## config.mk

```make
export PLATFORM = sky130hd
export DESIGN_NAME = parking_record_buffer
export DESIGN_NICKNAME = d
export VERILOG_FILES = /design/src/rtl/parking_pkg.sv /design/src/rtl/record_fifo.sv /design/src/rtl/parking_record_buffer.sv
export SDC_FILE = /design/constraint.sdc
export NUM_CORES = 1
export LEC_CHECK = 0
export BUFFER_PORTS_ARGS = -buffer_cell sky130_fd_sc_hd__buf_2
export CORE_MARGIN = 3
export CORE_UTILIZATION = 45
export CTS_CLUSTER_DIAMETER = 40
export DETAILED_ROUTE_END_ITERATION = 10
export PLACE_DENSITY = 0.65
export SLEW_MARGIN = 20
export SYNTH_ARGS = -nofsm -noshare
export SYNTH_HDL_FRONTEND = slang
export SYNTH_HIERARCHICAL = 1
export SYNTH_SLANG_ARGS = --single-unit
```

## constraint.sdc

```tcl
create_clock -name clock -period 2.6 [get_ports clock]
set_clock_uncertainty 0.1 [all_clocks]
set_input_delay 0.52 -clock clock [delete_from_list [all_inputs] [get_ports clock]]
set_output_delay 0.52 -clock clock [all_outputs]
set_load 0.02 [all_outputs]
```

## src/rtl/parking_pkg.sv

```systemverilog
// Shared widths and queue-select encodings for the parking record buffer.
package parking_pkg;
   localparam int TOKEN_W_DEF = 3;
   localparam int TIME_W_DEF  = 8;
   localparam int REC_W_DEF   = TOKEN_W_DEF + TIME_W_DEF;

   localparam logic SEL_P = 1'b0;
   localparam logic SEL_Q = 1'b1;
endpackage

```

## src/rtl/record_fifo.sv

```systemverilog
// Single record queue with explicit occupancy count; a pop on a full queue
// frees the slot that a same-cycle push then fills.
module record_fifo #(
   parameter int DEPTH = 4,
   parameter int W     = 11
) (
   input  logic                     clock,
   input  logic                     reset,
   input  logic                     push,
   input  logic                     pop,
   input  logic [W-1:0]             din,
   output logic [W-1:0]             dout,
   output logic [$clog2(DEPTH):0]   count,
   output logic                     full,
   output logic                     empty,
   output logic                     push_drop,
   output logic                     pop_fail
);
   localparam int PW = $clog2(DEPTH);
   localparam int CW = PW + 1;

   logic [PW-1:0] wr_ptr_q, wr_ptr_d;
   logic [PW-1:0] rd_ptr_q, rd_ptr_d;
   logic [CW-1:0] count_q, count_d;
   logic [W-1:0]  mem_q [DEPTH];
   logic          do_push, do_pop;

   assign full  = (count_q == CW'(DEPTH));
   assign empty = (count_q == '0);
   assign count = count_q;
   assign dout  = mem_q[rd_ptr_q];

   always_comb begin
      do_pop    = pop && !empty;
      pop_fail  = pop && empty;
      do_push   = push && (!full || do_pop);
      push_drop = push && !do_push;
      wr_ptr_d  = do_push ? wr_ptr_q + PW'(1) : wr_ptr_q;
      rd_ptr_d  = do_pop  ? rd_ptr_q + PW'(1) : rd_ptr_q;
      count_d   = count_q;
      case ({do_push, do_pop})
         2'b10:   count_d = count_q + CW'(1);
         2'b01:   count_d = count_q - CW'(1);
         default: count_d = count_q;
      endcase
   end

   always_ff @(posedge clock or negedge reset) begin
      if (!reset) begin
         wr_ptr_q <= '0;
         rd_ptr_q <= '0;
         count_q  <= '0;
      end else begin
         wr_ptr_q <= wr_ptr_d;
         rd_ptr_q <= rd_ptr_d;
         count_q  <= count_d;
      end
   end

   // Storage is left unreset; the pointers and count define what is valid.
   always_ff @(posedge clock) begin
      if (do_push) mem_q[wr_ptr_q] <= din;
   end
endmodule

```

## src/rtl/parking_record_buffer.sv

```systemverilog
// Captures {token, time} records on P/Q enable rising edges into two queues
// drained through one registered read port with sticky error status.
module parking_record_buffer
   import parking_pkg::*;
#(
   parameter int DEPTH   = 4,
   parameter int TOKEN_W = TOKEN_W_DEF,
   parameter int TIME_W  = TIME_W_DEF
) (
   input  logic                        clock,
   input  logic                        reset,
   input  logic [TIME_W-1:0]           time_data,
   input  logic [TOKEN_W-1:0]          user_token,
   input  logic                        P_register_enable,
   input  logic                        Q_register_enable,
   input  logic                        read_req,
   input  logic                        read_sel,
   output logic [TOKEN_W+TIME_W-1:0]   read_data,
   output logic                        read_valid,
   output logic [$clog2(DEPTH):0]      p_count,
   output logic [$clog2(DEPTH):0]      q_count,
   output logic                        p_full,
   output logic                        p_empty,
   output logic                        q_full,
   output logic                        q_empty,
   output logic [1:0]                  overflow,
   output logic                        underflow
);
   localparam int REC_W = TOKEN_W + TIME_W;

   logic             p_en_d_q, q_en_d_q;
   logic             p_push, q_push, p_pop, q_pop;
   logic             p_drop, q_drop, p_fail, q_fail;
   logic [REC_W-1:0] rec_in, p_dout, q_dout;
   logic [REC_W-1:0] read_data_q, read_data_d;
   logic             read_valid_q, read_valid_d;
   logic [1:0]       overflow_q, overflow_d;
   logic             underflow_q, underflow_d;

   assign rec_in = {user_token, time_data};
   assign p_push = P_register_enable & ~p_en_d_q;
   assign q_push = Q_register_enable & ~q_en_d_q;
   assign p_pop  = read_req && (read_sel == SEL_P);
   assign q_pop  = read_req && (read_sel == SEL_Q);

   record_fifo #(.DEPTH(DEPTH), .W(REC_W)) u_p_fifo (
      .clock(clock), .reset(reset), .push(p_push), .pop(p_pop), .din(rec_in),
      .dout(p_dout), .count(p_count), .full(p_full), .empty(p_empty),
      .push_drop(p_drop), .pop_fail(p_fail)
   );

   record_fifo #(.DEPTH(DEPTH), .W(REC_W)) u_q_fifo (
      .clock(clock), .reset(reset), .push(q_push), .pop(q_pop), .din(rec_in),
      .dout(q_dout), .count(q_count), .full(q_full), .empty(q_empty),
      .push_drop(q_drop), .pop_fail(q_fail)
   );

   always_comb begin
      read_valid_d = (p_pop && !p_fail) || (q_pop && !q_fail);
      read_data_d  = read_data_q;
      if (read_valid_d) read_data_d = (read_sel == SEL_Q) ? q_dout : p_dout;
      overflow_d   = overflow_q | {q_drop, p_drop};
      underflow_d  = underflow_q | p_fail | q_fail;
   end

   always_ff @(posedge clock or negedge reset) begin
      if (!reset) begin
         p_en_d_q     <= 1'b0;
         q_en_d_q     <= 1'b0;
         read_data_q  <= '0;
         read_valid_q <= 1'b0;
         overflow_q   <= '0;
         underflow_q  <= 1'b0;
      end else begin
         p_en_d_q     <= P_register_enable;
         q_en_d_q     <= Q_register_enable;
         read_data_q  <= read_data_d;
         read_valid_q <= read_valid_d;
         overflow_q   <= overflow_d;
         underflow_q  <= underflow_d;
      end
   end

   assign read_data  = read_data_q;
   assign read_valid = read_valid_q;
   assign overflow   = overflow_q;
   assign underflow  = underflow_q;
endmodule

```

==> metrics.md, run 1 <==
| Metric | Value |
|---|---|
| Fin crit period | `2.343 ns` |
| Ports | `42` |
| CTS clk-pin slew, worst paths | `0.05 ns` |
| Max clock buf depth | `2` |
| RSZ-0062 raised after global routing | `false` |
| Worst Setup Start Kind | `flop` |
| Total CTS buffers | `17` |
| Via count | `2518` |
| Largest net degree at the start of global routing | `32` |
| Global Route Usage Sum | `0.1555` |
| Crit path kind | `reg2out` |
| Post-synth EDFFs | `88` |
| Syn Nets | `301` |
| Rel. slew slack | `0.5380` |
| Number of synthesized register bits | `119` |
| HP Start | `P_register_enable` |
| HP Class | `in2reg` |
| Setup TNS | `0 ns` |
| Register Area | `3418 um2` |
| Yosys warns | `6` |
| DR DRC count | `0` |
| Multi-input combinational cell area | `1385 um2` |
| IO buf count | `41` |
| First-pass GRT wire length | `14.23 mm` |
| Die area | `12230 um2` |
| Worst EP arrival | `1.72 ns` |
| Global placement routability congestion | `0.7542` |
| Total gr overflow | `0` |
| Final Max Tran Viols | `0` |
| Initial antenna violation count | `0` |
| # setup viols final | `0` |
| Core area | `10460 um2` |
| Area delta synth->final | `19.70%` |
| Post-Syn Instances | `273` |
| Inst Count DP | `445` |
| Clock sinks | `119` |
| Syn Std Cell Area | `4923 um2` |
| Synth Area per Inst | `18.03 um2` |
| Worst Hold End | `p_en_d_q$_DFF_PN0_` |
| Vias in the first global route | `2513` |
| R2r setup slk | `0.38 ns` |
| Register area share after synthesis | `0.6943` |
| Max Cap Violations | `0` |
| Cell Rows | `37` |
| Max Clk Rate | `426.9 MHz` |
| Share of cells above drive strength 1 | `0.3528` |
| Reg-to-reg critical path endpoint | `u_p_fifo/count[1]$_DFFE_PN0P_` |
| Dominant synthesized flop cell | `edfxtp_1` |
| Most common cell after layout, fill and taps aside | `edfxtp_1` |
| Post_cts resized | `0` |
| Final Hold Viols | `0` |
| Clk_lat worst skew | `0.51 ns` |
| Synth cell types | `43` |
| Die Y | `110.6 um` |
| Leading cell types in the layout, fill and taps excluded | `edfxtp_1, buf_2, dfrtp_1` |
| Hpwl dp | `5.482 mm` |
| 1st-iter DRT viols | `196` |
| Slowest stage cell, crit path | `or3_2` |
| Hold path depth | `1` |
| DRT Pass-1 Iters | `4` |
| Final nets | `358` |
| ANT cells | `0` |
| Detail-routed via count per cell | `5.257` |
| Share of flip-flops with an asynchronous set or reset | `0.2605` |
| Slowest Stage Delay on Critical Path | `0.54 ns` |
| Final wirelength | `8.660 mm` |
| CP required | `1.98 ns` |
| Status | `finished, final reports clean` |
| R2R cell count | `6` |
| Pwr dens | `1134 nW/um2` |
| Final period util | `0.9010` |
| CTS H-tree lvls | `4` |
| Worst-margin pin slew | `0.6931 ns` |
| Maximum VDD drop | `0.4692 mV` |
| FILL cells | `841` |
| Clock root cell | `clkbuf_8` |
| Die width | `110.6 um` |
| Crit-path cells | `or3_2 -> inv_1 -> buf_2` |
| Worst Setup End Kind | `output port` |
| TritonCTS clock tree | `built` |
| Antenna-violating nets left | `0` |
| DR WL/cell | `18.08 um` |
| Post-Layout Cell Count | `479` |
| Reg2reg start | `u_p_fifo/count[0]$_DFFE_PN0P_` |
| Worst-path fanout max | `7` |
| Starting Density | `0.4706` |
| LEAKAGE | `2.219 nW` |
-- metal layers --
| metal | share of wire | track usage | up-vias |
|---|---|---|---|
| li1 | - | - | 1173 |
| met1 | 0.48 | 0.2297 | 1270 |
| met2 | 0.45 | 0.2132 | 65 |
| met3 | 0.053 | 0.05589 | 10 |
| met4 | 0.010 | 0.05419 | 0 |
| met5 | 0 | 0 | - |
-- worst max path at each step --
stage,depth (start not counted),slack [ns],to,start
3_3_place_gp,11,0.17,u_q_fifo/count[2]$_DFFE_PN0P_,read_req
5_1_grt,3,0.16,p_empty,u_p_fifo/count[0]$_DFFE_PN0P_
6_report,3,0.26,p_empty,u_p_fifo/count[0]$_DFFE_PN0P_
2_1_floorplan,9,0.003,u_p_fifo/count[2]$_DFFE_PN0P_,read_req
3_5_place_dp,11,0.14,u_q_fifo/count[2]$_DFFE_PN0P_,read_req
4_1_cts,3,0.22,p_empty,u_p_fifo/count[0]$_DFFE_PN0P_
-- sequential cells by signal, indices dropped and copies added, names as in the netlist, 2 cells and up --
name,count
u_p_fifo/rd_ptr_q,2
u_p_fifo/count,3
u_p_fifo/mem_q,44
u_q_fifo/wr_ptr_q,2
u_q_fifo/mem_q,44
overflow,2
u_p_fifo/wr_ptr_q,2
read_data,11
u_q_fifo/rd_ptr_q,2
u_q_fifo/count,3
-- synth_stat cells, types with 2 or more instances --
library cell / instances / share of area
inv_1: 13 / 0.0099
buf_2: 6 / 0.0061
or2_2: 2 / 0.0025
and3_1: 2 / 0.0025
mux2i_1: 12 / 0.024
nor2b_1: 3 / 0.0038
and2_2: 9 / 0.014
a31oi_1: 12 / 0.015
clkbuf_1: 3 / 0.0023
mux2_4: 2 / 0.0061
nand3b_1: 2 / 0.0030
buf_6: 3 / 0.0069
o211ai_1: 2 / 0.0030
nand3_1: 2 / 0.0020
and2_1: 3 / 0.0038
xor2_1: 5 / 0.0089
edfxtp_1: 88 / 0.54
ha_1: 9 / 0.023
mux4_2: 22 / 0.10
a21oi_1: 11 / 0.011
fa_1: 2 / 0.0081
xnor2_1: 6 / 0.011
nor2_1: 2 / 0.0015
dfrtp_1: 31 / 0.16
nand2_1: 3 / 0.0023
-- stage by stage --
| stage | total power (W) | hold slack [ns] | area (um2) | utilization | setup WS (ns) |
|---|---|---|---|---|---|
| 4_1_cts | 0.006777 | 0.01750 | 5893 | 0.5633 | 0.2192 |
| 6_report | 0.006684 | 0.04743 | 5893 | 0.5633 | 0.2574 |
| 3_5_place_dp | 0.004544 | 0.3494 | 5288 | 0.5054 | 0.1375 |
| 2_1_floorplan | 0.003990 | 0.1244 | 4941 | - | 0.002973 |
| 5_1_grt | 0.007070 | 0.01391 | 5893 | 0.5633 | 0.1572 |
| 3_3_place_gp | 0.004515 | 0.3433 | 5288 | 0.5054 | 0.1668 |
-- critical path: cells and delay by family (launching register included) --
kind	cells	cell delay, ns
buf+inv	2	0.24
simple gates	1	0.54
flops	1	0.44
-- where the power goes --
group,internal [W],switching (W),leakage [nW]
logic,0.000819,0.000948,0.779
clock network,0.00145,0.000769,0.289
registers,0.00242,0.000280,1.15
total,0.00469,0.00200,2.22
-- kinds of logic after synthesis --
family                   Yosys count  share of synthesized area
AO/OA/AOI/OAI                     32                    0.04269
XOR/XNOR                          11                    0.01957
adder cells (fa/ha/maj)           11                    0.03100
buffers and inverters             26                    0.02592
flip-flops                       119                     0.6943
multiplexers                      37                     0.1357
AND/OR/NAND/NOR                   37                    0.05083
-- repair_timing --
action / 4_1_cts / 5_1_grt
buffers inserted: 0 / 0
hold buffers: 2 / 0
hold endpoints to repair: 32 / 0
-- cell type report --
cell class	instances	area share
timing repair buffer	51	0.04841
clock buffer	27	0.09448
multi-input combinational	128	0.2350
tap	136	0.02887
sequential	119	0.5800
inverter	13	0.008280
clock inverter	5	0.004883
(Power assumes the default switching activity.)
==> run 2, diff against run 1 <==
BUFFER_PORTS_ARGS = unset   (was -buffer_cell sky130_fd_sc_hd__buf_2)
DONT_BUFFER_PORTS = 1   (was unset)
PLACE_DENSITY = 0.62   (was 0.65)
==> run 2 against run 1 <==
Compared with the run above: critical path type unchanged; global-route usage fell by 0.61 points; core utilization decreased by 0.32 points; first-iteration DRC count rose by 36%; register-to-register slack got worse by 0.04 ns; critical path depth down 1; cell area is 0.57% lower; final cell count fell by 5.4%; combinational power shrank 14%; fmax is essentially flat.
==> metrics.md, run 2 (synthesis results as in run 1) <==
| Metric | Value |
|---|---|
| CP required | `1.98 ns` |
| Setup TNS | `0 ns` |
| Worst Setup End Kind | `output port` |
| Post_cts resized | `0` |
| 1st-iter DRT viols | `266` |
| Hpwl dp | `5.293 mm` |
| Die area | `12230 um2` |
| DR WL/cell | `18.66 um` |
| Hold-fix buffers at CTS | `16` |
| CTS clk-pin slew, worst paths | `0.06 ns` |
| Detail-routed via count per cell | `5.331` |
| Reg2reg start | `u_q_fifo/count[1]$_DFFE_PN0P_` |
| DRT Pass-1 Iters | `6` |
| DR DRC count | `0` |
| Hold path depth | `2` |
| # setup viols final | `0` |
| TritonCTS clock tree | `built` |
| Max Clk Rate | `427.1 MHz` |
| Met1 WL | `4.034 mm` |
| Global Route Usage Sum | `0.1494` |
| HP Class | `in2reg` |
| Die Y | `110.6 um` |
| Area delta synth->final | `19.01%` |
| Ports | `42` |
| ANT cells | `0` |
| CTS H-tree lvls | `4` |
| Worst Hold End | `read_data[0]$_DFFE_PN0P_` |
| Global placement routability congestion | `0.7171` |
| Final Hold Viols | `0` |
| Final wirelength | `8.455 mm` |
| Max Cap Violations | `0` |
| Clock sinks | `119` |
| DR WL met3 | `415 um` |
| Clock root cell | `clkbuf_8` |
| Worst Setup Start Kind | `flop` |
| First-pass GRT wire length | `13.76 mm` |
| Initial antenna violation count | `0` |
| LEAKAGE | `2.122 nW` |
| Routed length on met2 | `3.965 mm` |
| Starting Density | `0.4706` |
| Status | `finished, final reports clean` |
| Vias in the first global route | `2421` |
| RSZ-0062 raised after global routing | `false` |
| R2R cell count | `9` |
| Final Max Tran Viols | `0` |
| HP Start | `read_req` |
| Reg-to-reg critical path endpoint | `u_q_fifo/count[2]$_DFFE_PN0P_` |
| Core area | `10460 um2` |
| Total CTS buffers | `17` |
| Via count | `2415` |
| Pwr dens | `1142 nW/um2` |
| Worst-path fanout max | `7` |
| Postcts setup bufs | `0` |
| Final period util | `0.9005` |
| Total gr overflow | `0` |
| Leading cell types in the layout, fill and taps excluded | `edfxtp_1, dfrtp_1, mux4_2` |
| Worst slack at placement | `0.1928 ns` |
| IO buf count | `0` |
| Final nets | `332` |
| Most common cell after layout, fill and taps aside | `edfxtp_1` |
| Largest net degree at the start of global routing | `32` |
| Worst EP arrival | `1.72 ns` |
| Max clock buf depth | `2` |
| Fin crit period | `2.341 ns` |
| Uppermost layer routed | `met4` |
| Die width | `110.6 um` |
| Power, Total | `0.006693 W` |
| Worst-margin pin slew | `0.6130 ns` |
| R2r setup slk | `0.34 ns` |
| Share of cells above drive strength 1 | `0.2587` |
| Crit path kind | `reg2out` |
| Rel. slew slack | `0.5826` |
| Maximum VDD drop | `0.5483 mV` |
| Cell Rows | `37` |
| Fin worst setup slack | `0.2588 ns` |
| Antenna-violating nets left | `0` |
| Clk_lat worst skew | `0.50 ns` |
## run 2: layout make-up
type | count | area [um2]
Clock buffer | 17 | 414.1
Clock inverter | 15 | 185.2
Inverter | 13 | 48.80
Fill cell | 805 | 4603
Sequential cell | 119 | 3418
Multi-Input combinational cell | 128 | 1385
Timing Repair Buffer | 25 | 237.7
Tap cell | 136 | 170.2
## run 2: worst max-delay path, stage by stage (launching register included)
cell and delay (ns):
dfrtp_1 0.51, or3_2 0.51, inv_1 0.20
## run 2: where the power goes
part	leakage [nW]	internal, W	total [W]	switching, W
logic	0.688	0.000749	0.00153	0.000779
registers	1.15	0.00242	0.00284	0.000418
clock network	0.284	0.00154	0.00233	0.000788
total	2.12	0.00471	0.00669	0.00199
## run 2: routing by layer
layer	vias up	global-route usage
met2	69	0.2197
met3	2	0.06192
met4	0	0.04187
met1	1229	0.2059
li1	1115	-
met5	-	0
## run 2: stage by stage
step	hold WS, ns	instance area, um2	std cells	utilization
final	0.1053	5859	453	0.5600
after global placement	0.1251	5090	405	0.4865
after floorplan	0.1244	4941	273	-
after CTS	0.08068	5859	453	0.5600
after global routing	0.07613	5859	453	0.5600
after detailed placement	0.1252	5090	405	0.4865
## run 2: worst max-delay path by stage
stage	slack [ns]	to	cells past startpoint	start
after floorplan	0.003	u_p_fifo/count[2]$_DFFE_PN0P_	9	read_req
after global placement	0.24	u_q_fifo/count[2]$_DFFE_PN0P_	10	read_req
after detailed placement	0.19	u_q_fifo/count[2]$_DFFE_PN0P_	10	read_req
after CTS	0.23	p_empty	2	u_p_fifo/count[1]$_DFFE_PN0P_
after global routing	0.12	u_q_fifo/count[2]$_DFFE_PN0P_	9	u_q_fifo/count[1]$_DFFE_PN0P_
final	0.26	p_empty	2	u_p_fifo/count[1]$_DFFE_PN0P_
